<file path="src/rtl/lut_ctrl_wb.sv">
// lut_ctrl_wb -- drains one tile from the output buffer onto a valid/ready stream.
//
// A start pulse in IDLE latches the tile length N = K * HWCIJ. Reads then go to
// buffer addresses 0..N-1, one per cycle at most. Read data returns one cycle
// after rd_en and lands in a 2-entry FIFO. The FIFO head drives the stream.
//
// Ports
//   clk, rst_n            clock, asynchronous active-low reset
//   bs_subtile_K          K subtile count (sampled on accepted start)
//   bs_opt_subtile_HWCIJ  HW*CIJ product (sampled on accepted start)
//   bs_wb_tile_start      one-cycle request to drain a tile
//   bs_out_buf_wb_rd_en   output-buffer read enable
//   bs_out_buf_wb_addr    output-buffer read address
//   bs_out_buf_wb_rdata   read data, valid the cycle after rd_en
//   m_data/m_valid/m_last stream output, m_last marks beat N-1
//   m_ready               stream backpressure
//   bs_wb_busy            high while the FSM is not IDLE
//   bs_wb_tile_end        one-cycle pulse when the tile is finished
//
// state | meaning
// IDLE  | waiting for start; an N == 0 tile completes here
// RUN   | issuing reads, stream may already be flowing
// DRAIN | all reads issued, waiting for the last beat to be accepted

`ifndef HW_BS_OUT_BUF_DEPTH
`define HW_BS_OUT_BUF_DEPTH 10
`endif

module lut_ctrl_wb #(
  parameter int BS_OUT_BUF_DEPTH = `HW_BS_OUT_BUF_DEPTH,
  parameter int OUT_DATA_WIDTH   = 64
) (
  input  logic                        clk,
  input  logic                        rst_n,
  input  logic [7:0]                  bs_subtile_K,
  input  logic [23:0]                 bs_opt_subtile_HWCIJ,
  input  logic                        bs_wb_tile_start,
  output logic                        bs_out_buf_wb_rd_en,
  output logic [BS_OUT_BUF_DEPTH-1:0] bs_out_buf_wb_addr,
  input  logic [OUT_DATA_WIDTH-1:0]   bs_out_buf_wb_rdata,
  output logic [OUT_DATA_WIDTH-1:0]   m_data,
  output logic                        m_valid,
  input  logic                        m_ready,
  output logic                        m_last,
  output logic                        bs_wb_busy,
  output logic                        bs_wb_tile_end
);

  typedef enum logic [1:0] {
    IDLE  = 2'd0,
    RUN   = 2'd1,
    DRAIN = 2'd2
  } state_t;

  state_t                    state_q;
  logic [31:0]               n_q;
  logic [31:0]               issue_q;
  logic [31:0]               beat_q;
  logic                      inflight_q;
  logic                      zero_end_q;
  logic [OUT_DATA_WIDTH-1:0] fifo_q [2];
  logic                      wr_ptr_q;
  logic                      rd_ptr_q;
  logic [1:0]                occ_q;

  logic [31:0] n_d;
  logic [1:0]  occ_d;
  logic [1:0]  occ_after_pop;
  logic        start_acc;
  logic        pop;

  // Stream and read-port outputs are decoded straight from registers so that
  // rd_en can fire the cycle after start and the head is visible as soon as
  // it is captured; this is what gives the 3-cycle start-to-valid latency.
  always_comb begin
    n_d       = {24'd0, bs_subtile_K} * {8'd0, bs_opt_subtile_HWCIJ};
    // A start landing on the zero-length tile_end pulse is dropped.
    start_acc = bs_wb_tile_start && (state_q == IDLE) && !zero_end_q;

    m_valid = (occ_q != 2'd0);
    pop     = m_valid && m_ready;
    m_data  = m_valid ? fifo_q[rd_ptr_q] : '0;
    m_last  = m_valid && (beat_q == n_q - 32'd1);

    // Credit counts the slot freed by this cycle's pop, which is what lets a
    // continuously-ready stream sustain one beat per cycle with two entries.
    occ_after_pop       = occ_q - {1'b0, pop};
    bs_out_buf_wb_rd_en = (state_q == RUN) && (issue_q != n_q) &&
                          ((occ_after_pop + {1'b0, inflight_q}) < 2'd2);
    bs_out_buf_wb_addr  = issue_q[BS_OUT_BUF_DEPTH-1:0];

    bs_wb_busy     = (state_q != IDLE);
    bs_wb_tile_end = (pop && m_last) || zero_end_q;

    occ_d = occ_q + {1'b0, inflight_q} - {1'b0, pop};
  end

  always_ff @(posedge clk or negedge rst_n) begin
    if (!rst_n) begin
      state_q    <= IDLE;
      n_q        <= '0;
      issue_q    <= '0;
      beat_q     <= '0;
      inflight_q <= 1'b0;
      zero_end_q <= 1'b0;
      fifo_q[0]  <= '0;
      fifo_q[1]  <= '0;
      wr_ptr_q   <= 1'b0;
      rd_ptr_q   <= 1'b0;
      occ_q      <= '0;
    end else begin
      zero_end_q <= start_acc && (n_d == 32'd0);
      inflight_q <= bs_out_buf_wb_rd_en;
      occ_q      <= occ_d;

      if (inflight_q) begin
        fifo_q[wr_ptr_q] <= bs_out_buf_wb_rdata;
        wr_ptr_q         <= ~wr_ptr_q;
      end
      if (pop) begin
        rd_ptr_q <= ~rd_ptr_q;
        beat_q   <= beat_q + 32'd1;
      end
      if (bs_out_buf_wb_rd_en) begin
        issue_q <= issue_q + 32'd1;
      end

      unique case (state_q)
        IDLE: begin
          if (start_acc) begin
            n_q     <= n_d;
            issue_q <= '0;
            beat_q  <= '0;
            if (n_d != 32'd0) begin
              state_q <= RUN;
            end
          end
        end
        RUN: begin
          if (bs_out_buf_wb_rd_en && (issue_q + 32'd1 == n_q)) begin
            state_q <= DRAIN;
          end
        end
        DRAIN: begin
          if (pop && m_last) begin
            state_q <= IDLE;
          end
        end
        default: state_q <= IDLE;
      endcase
    end
  end

endmodule

</file>
<file path="config.mk">
export PLATFORM = sky130hd
export DESIGN_NAME = lut_ctrl_wb
export DESIGN_NICKNAME = d
export VERILOG_FILES = /design/src/rtl/lut_ctrl_wb.sv
export SDC_FILE = /design/constraint.sdc
export NUM_CORES = 1
export LEC_CHECK = 0
export ABC_AREA = 1
export BUFFER_PORTS_ARGS = -buffer_cell sky130_fd_sc_hd__buf_2
export CAP_MARGIN = 20
export CELL_PAD_IN_SITES_DETAIL_PLACEMENT = 0
export CELL_PAD_IN_SITES_GLOBAL_PLACEMENT = 1
export CORE_ASPECT_RATIO = 0.5
export CORE_MARGIN = 1.5
export CORE_UTILIZATION = 39
export CTS_CLUSTER_DIAMETER = 30
export DETAILED_ROUTE_END_ITERATION = 6
export PLACE_DENSITY_LB_ADDON = 0.1
export SETUP_SLACK_MARGIN = 0.1
export SLEW_MARGIN = 20
export SYNTH_ARGS = -nofsm -noshare
export SYNTH_HDL_FRONTEND = slang
export SYNTH_SLANG_ARGS = --single-unit
</file>
<file path="constraint.sdc">
create_clock -name clk -period 2.5 [get_ports clk]
set_clock_uncertainty 0.05 [all_clocks]
set_input_delay 0.5 -clock clk [delete_from_list [all_inputs] [get_ports clk]]
set_output_delay 0.5 -clock clk [all_outputs]
set_load 0.005 [all_outputs]
</file>
==> metrics list <==
- Final number of hold-violating endpoints: 0
* Largest net degree at the start of global routing: 74
* Inserted Clock Buffers: 50
* Depth of the worst hold-timing path: 3
- For hold timing, the worst endpoint is fifo_q[123]$_DFFE_PN0P_.
- Synthesized cell area: 20,600 sq um
- Fraction of the yosys area taken by sequential cells: 28.1%
- Setup violations remaining at the end of the flow were counted as 50.
- Yosys synthesis warning count: 0
- The critical path is of the in -> reg type.
* Async set-or-reset flop fraction in the synthesized netlist: 100%
- The critical path starts at bs_subtile_K[6].
- Synth top area cells: sky130_fd_sc_hd__dfrtp_1 28%, sky130_fd_sc_hd__nand2_1 18%, sky130_fd_sc_hd__fa_1 13%
* Std-Cell Core Area: 52,100 sq um
- In the finished design, the share of the clock period the worst path needs comes to 165%.
- Combinational fraction of design power: 70.3%
* Fraction of synthesized cell area taken by the top area cell type: 28.1%
- Global route total overflow: 0
- Die Footprint: 54,400 sq um
- In the synthesized netlist, the number of instances is 3,028.
- Dividing total power by cell area gives a power density of 1510 nW/um^2.
- Initial core utilization: 39.6%
- The internal power of the cells totals 0.0248 W.
* Fraction of final layout cells with drive strength greater than 1: 33.8%
* CP arrival: 4500 ps
- Detailed routing placed a total of 3260 microns of wire on met3.
* R2R setup slack: -340 ps
- RePlAce Congestion: 0.932
- Setup repair after global routing could not meet its margin everywhere.
- Slew at the pin with the worst max-slew slack: 610 ps
- In the final routed layout, each cell accounts on average for 15.7 microns.
- HPWL after detailed placement: 50,500 microns
* Count of antenna diodes in the layout: 0
* Data required, critical path: 2870 ps
- Port bufs: 178
- Once detail routing completed, the nets flagged for antenna violations numbered 0.
- Maximum buffer depth of the clock tree: 3
* Power Total: 0.0453 W
- Fin nets: 3,894
* Class of the most critical hold timing path: in -> reg
- First-pass GRT wire length: 108,000 microns
- Among all flip-flop cells after synthesis, the most frequent one is sky130_fd_sc_hd__dfrtp_1.
* Worst-path fanout max: 6
* # clock sinks: 232
- In the global route stage, overall resource usage came out at 24.7%.
- 179 I/O pins were placed.
- OpenSTA, run right after detailed placement, puts the worst setup slack at -2480 ps.
- X dimension of the die: 328 microns
- R2r startpoint: occ_q[0]$_DFF_PN0_
- Routed signal wires occupy layers up through met4.
- Detailed-routing wirelength on met1: 32,700 microns
- Sw frac: 45.3%
- Via count of the first global-routing pass: 20,600
* Average footprint of a synthesized cell: 6.82 sq um
- Maximum ir drop on the vdd rail: 805 uV
* Maximum clock frequency: 242 MHz
- Switching power: 0.0205 W
- Startpoint of the tightest hold check path: bs_out_buf_wb_rdata[59]
* 1st-iter DRT viols: 1,217
- The clock network accounts for 14.6% of the total power.
* Number of DRC violations after detailed routing: 0
- Router iterations before antenna repair: 5
* Failing checks: negative setup slack
* Number of antenna violations at the first check in global routing: 0
- Library cell with the largest summed area after synthesis: sky130_fd_sc_hd__dfrtp_1
* Number of cell rows: 59
* Clock Latency Late Sink: 560 ps
* Flip-flop and latch count after synthesis: 232
- Average via count per standard cell: 4.75
- The max-slew violation count was 0.
- Count of max-cap constraint violations: 0
- On the final layout, the worst hold slack is 157 ps.
- Total nets after synthesis: 3,317
* Area growth syn-to-layout: 45.6%
- Number of synthesized flops with an enable pin: 0
- For this design the static power due to leakage is 16.1 nW.
- The H-tree was split into 2 levels.
* Worst rel slew slack: 59.3%
- Distinct cells, synth: 47
- Clock-pin slew was measured on the worst setup and hold paths at 50 ps.
- Outcome: finished with violations
- STA classifies the critical path endpoint as a flop.
- The cell sitting at the root of the clock tree is a sky130_fd_sc_hd__clkbuf_16.
* Worst Slack Setup Final: -1630 ps
- Post-detailed-routing wire length: 68,100 microns
* Crit start category: input pin
* Met2 wire len: 30,700 microns
* R2R depth: 18
- The die is 166 microns tall.
* Endpoint of the worst register-to-register path: issue_q[30]$_DFF_PN0_
- Number of vias in the routed layout: 20,600
- At the end of the flow the core is filled with cells to 57.7%.
- CTS tree: done
- Sequential cells account for 15.1% of the total power.
- Final critical delay including setup and external delays: 4130 ps
-- cells in the final DEF (no fill, tap or decap), types with 6 or more instances in the layout --
master,n
sky130_fd_sc_hd__nand3_2,25
sky130_fd_sc_hd__nand2_4,47
sky130_fd_sc_hd__buf_2,155
sky130_fd_sc_hd__a21oi_2,22
sky130_fd_sc_hd__o21ai_1,14
sky130_fd_sc_hd__inv_1,487
sky130_fd_sc_hd__ha_1,29
sky130_fd_sc_hd__nor2_2,39
sky130_fd_sc_hd__clkinv_2,12
sky130_fd_sc_hd__inv_2,54
sky130_fd_sc_hd__nor2_4,38
sky130_fd_sc_hd__xor2_1,65
sky130_fd_sc_hd__nand2_1,818
sky130_fd_sc_hd__nand2_2,124
sky130_fd_sc_hd__nand3b_1,15
sky130_fd_sc_hd__xnor2_2,7
sky130_fd_sc_hd__nor2_1,188
sky130_fd_sc_hd__nand3_1,89
sky130_fd_sc_hd__fa_2,12
sky130_fd_sc_hd__buf_4,386
sky130_fd_sc_hd__a21oi_1,90
sky130_fd_sc_hd__xnor2_1,32
sky130_fd_sc_hd__fa_1,120
sky130_fd_sc_hd__o21ai_0,146
sky130_fd_sc_hd__inv_4,6
sky130_fd_sc_hd__buf_6,64
sky130_fd_sc_hd__buf_12,23
sky130_fd_sc_hd__ha_4,26
sky130_fd_sc_hd__o21ai_2,33
sky130_fd_sc_hd__nor3_1,29
sky130_fd_sc_hd__nand3_4,6
sky130_fd_sc_hd__clkbuf_16,57
sky130_fd_sc_hd__a21oi_4,7
sky130_fd_sc_hd__nand4_1,34
sky130_fd_sc_hd__a211oi_1,11
sky130_fd_sc_hd__buf_16,10
sky130_fd_sc_hd__dfrtp_1,214
sky130_fd_sc_hd__clkbuf_8,6
sky130_fd_sc_hd__dfrtp_2,18
-- final cells by class --
cell class | count | area (sq um)
clock buffer | 61 | 1350
fill | 5096 | 22100
tap | 701 | 877
timing repair buffer | 653 | 5430
inverter | 549 | 2080
sequential | 232 | 5830
clock inverter | 31 | 345
multi-input combinational | 2119 | 14100
-- critical path, stage by stage --
cell	delay, ps
sky130_fd_sc_hd__buf_12	120
sky130_fd_sc_hd__buf_12	140
sky130_fd_sc_hd__nand2_4	50
sky130_fd_sc_hd__inv_2	30
sky130_fd_sc_hd__fa_1	590
sky130_fd_sc_hd__fa_1	460
sky130_fd_sc_hd__fa_1	460
sky130_fd_sc_hd__fa_1	490
sky130_fd_sc_hd__ha_4	330
sky130_fd_sc_hd__nand2_1	120
sky130_fd_sc_hd__buf_4	160
sky130_fd_sc_hd__nor2_2	110
sky130_fd_sc_hd__nand2_2	80
sky130_fd_sc_hd__nand2_4	90
sky130_fd_sc_hd__a21oi_4	60
sky130_fd_sc_hd__buf_4	140
sky130_fd_sc_hd__nand3_2	50
sky130_fd_sc_hd__nand2_2	70
sky130_fd_sc_hd__buf_4	130
sky130_fd_sc_hd__buf_4	110
sky130_fd_sc_hd__nand2_1	80
sky130_fd_sc_hd__o21ai_0	90
-- power by group through the flow --
stage / Combinational, W / Clock [W] / Sequential [W]
finish: 0.0319 / 0.00662 / 0.00685
global route: 0.0350 / 0.00694 / 0.00704
CTS: 0.0283 / 0.00675 / 0.00678
detailed placement: 0.0248 / 0 / 0.00674
global placement: 0.0247 / 0 / 0.00671
floorplan: 0.0145 / 0 / 0.00640
-- layer usage --
layer  GRT usage, %  up-vias
li1               -    10400
met4           5.19        0
met1           36.0     9758
met3           2.97       86
met5              0        -
met2           39.2      398
-- how the worst max path moves through the flow --
stage | to | slack, ps
2_1_floorplan | state_q[0]$_DFFE_PN0P_ | -1760
3_3_place_gp | state_q[0]$_DFFE_PN0P_ | -2400
3_5_place_dp | state_q[0]$_DFFE_PN0P_ | -2480
4_1_cts | state_q[0]$_DFFE_PN0P_ | -1550
5_1_grt | state_q[0]$_DFFE_PN0P_ | -1880
6_report | n_q[29]$_DFFE_PN0P_ | -1630
-- kinds of logic (layout without fill, tap and decap cells) --
group,count (synthesis),in the layout,share of synthesized area (%)
buffers and inverters,677,1294,12.8
adder cells (fa/ha/maj),189,189,16.3
AO/OA/AOI/OAI,343,343,8.71
AND/OR/NAND/NOR,1481,1481,29.7
flip-flops,232,232,28.1
XOR/XNOR,106,106,4.50
-- cell usage after synthesis, types with 2 or more instances --
cell / n
sky130_fd_sc_hd__nand2_1: 981
sky130_fd_sc_hd__inv_1: 543
sky130_fd_sc_hd__nor2_1: 243
sky130_fd_sc_hd__dfrtp_1: 232
sky130_fd_sc_hd__o21ai_0: 190
sky130_fd_sc_hd__fa_1: 132
sky130_fd_sc_hd__a21oi_1: 118
sky130_fd_sc_hd__nand3_1: 113
sky130_fd_sc_hd__clkbuf_1: 78
sky130_fd_sc_hd__xor2_1: 67
sky130_fd_sc_hd__ha_1: 57
sky130_fd_sc_hd__xnor2_1: 39
sky130_fd_sc_hd__nor3_1: 35
sky130_fd_sc_hd__nand4_1: 34
sky130_fd_sc_hd__nand3b_1: 15
sky130_fd_sc_hd__nor2_2: 15
sky130_fd_sc_hd__a211oi_1: 12
sky130_fd_sc_hd__buf_1: 12
sky130_fd_sc_hd__buf_2: 12
sky130_fd_sc_hd__clkbuf_2: 12
sky130_fd_sc_hd__buf_4: 11
sky130_fd_sc_hd__nand2_2: 8
sky130_fd_sc_hd__nand3_2: 7
sky130_fd_sc_hd__nor2_4: 7
sky130_fd_sc_hd__and2_1: 5
sky130_fd_sc_hd__inv_2: 5
sky130_fd_sc_hd__o21a_1: 5
sky130_fd_sc_hd__o21bai_1: 5
sky130_fd_sc_hd__a31oi_1: 4
sky130_fd_sc_hd__and3_1: 4
sky130_fd_sc_hd__buf_6: 3
sky130_fd_sc_hd__nor3b_1: 3
sky130_fd_sc_hd__o21ai_1: 3
sky130_fd_sc_hd__o21ai_2: 3
sky130_fd_sc_hd__nor4_1: 2
sky130_fd_sc_hd__or2_2: 2
-- sequential cells by signal, summed over array words and instances, names as in the netlist --
name and count:
inflight_q 1, issue_q 32, wr_ptr_q 1, fifo_q 128
state_q 2, occ_q 2, n_q 32, zero_end_q 1
beat_q 32, rd_ptr_q 1
-- what timing repair did --
action / CTS / global route
gates resized for setup: 315 / 290
buffers inserted: 38 / 47
endpoints found under the setup margin: 133 / 75
gates cloned: 6 / 7
endpoints found under the hold margin: 62 / 0
hold buffers: 1 / 0
pin swaps: 93 / 149
-- metrics by stage --
| step | setup TNS [ps] | area, sq um | std cells |
|---|---|---|---|
| after floorplan | -39990 | 21400 | 3028 |
| after CTS | -37220 | 28600 | 4303 |
| final | -42730 | 30100 | 4346 |
| after global placement | -68040 | 25500 | 4167 |
| after global routing | -50010 | 30100 | 4346 |
| after detailed placement | -70480 | 25500 | 4167 |
(Power assumes the default switching activity.)
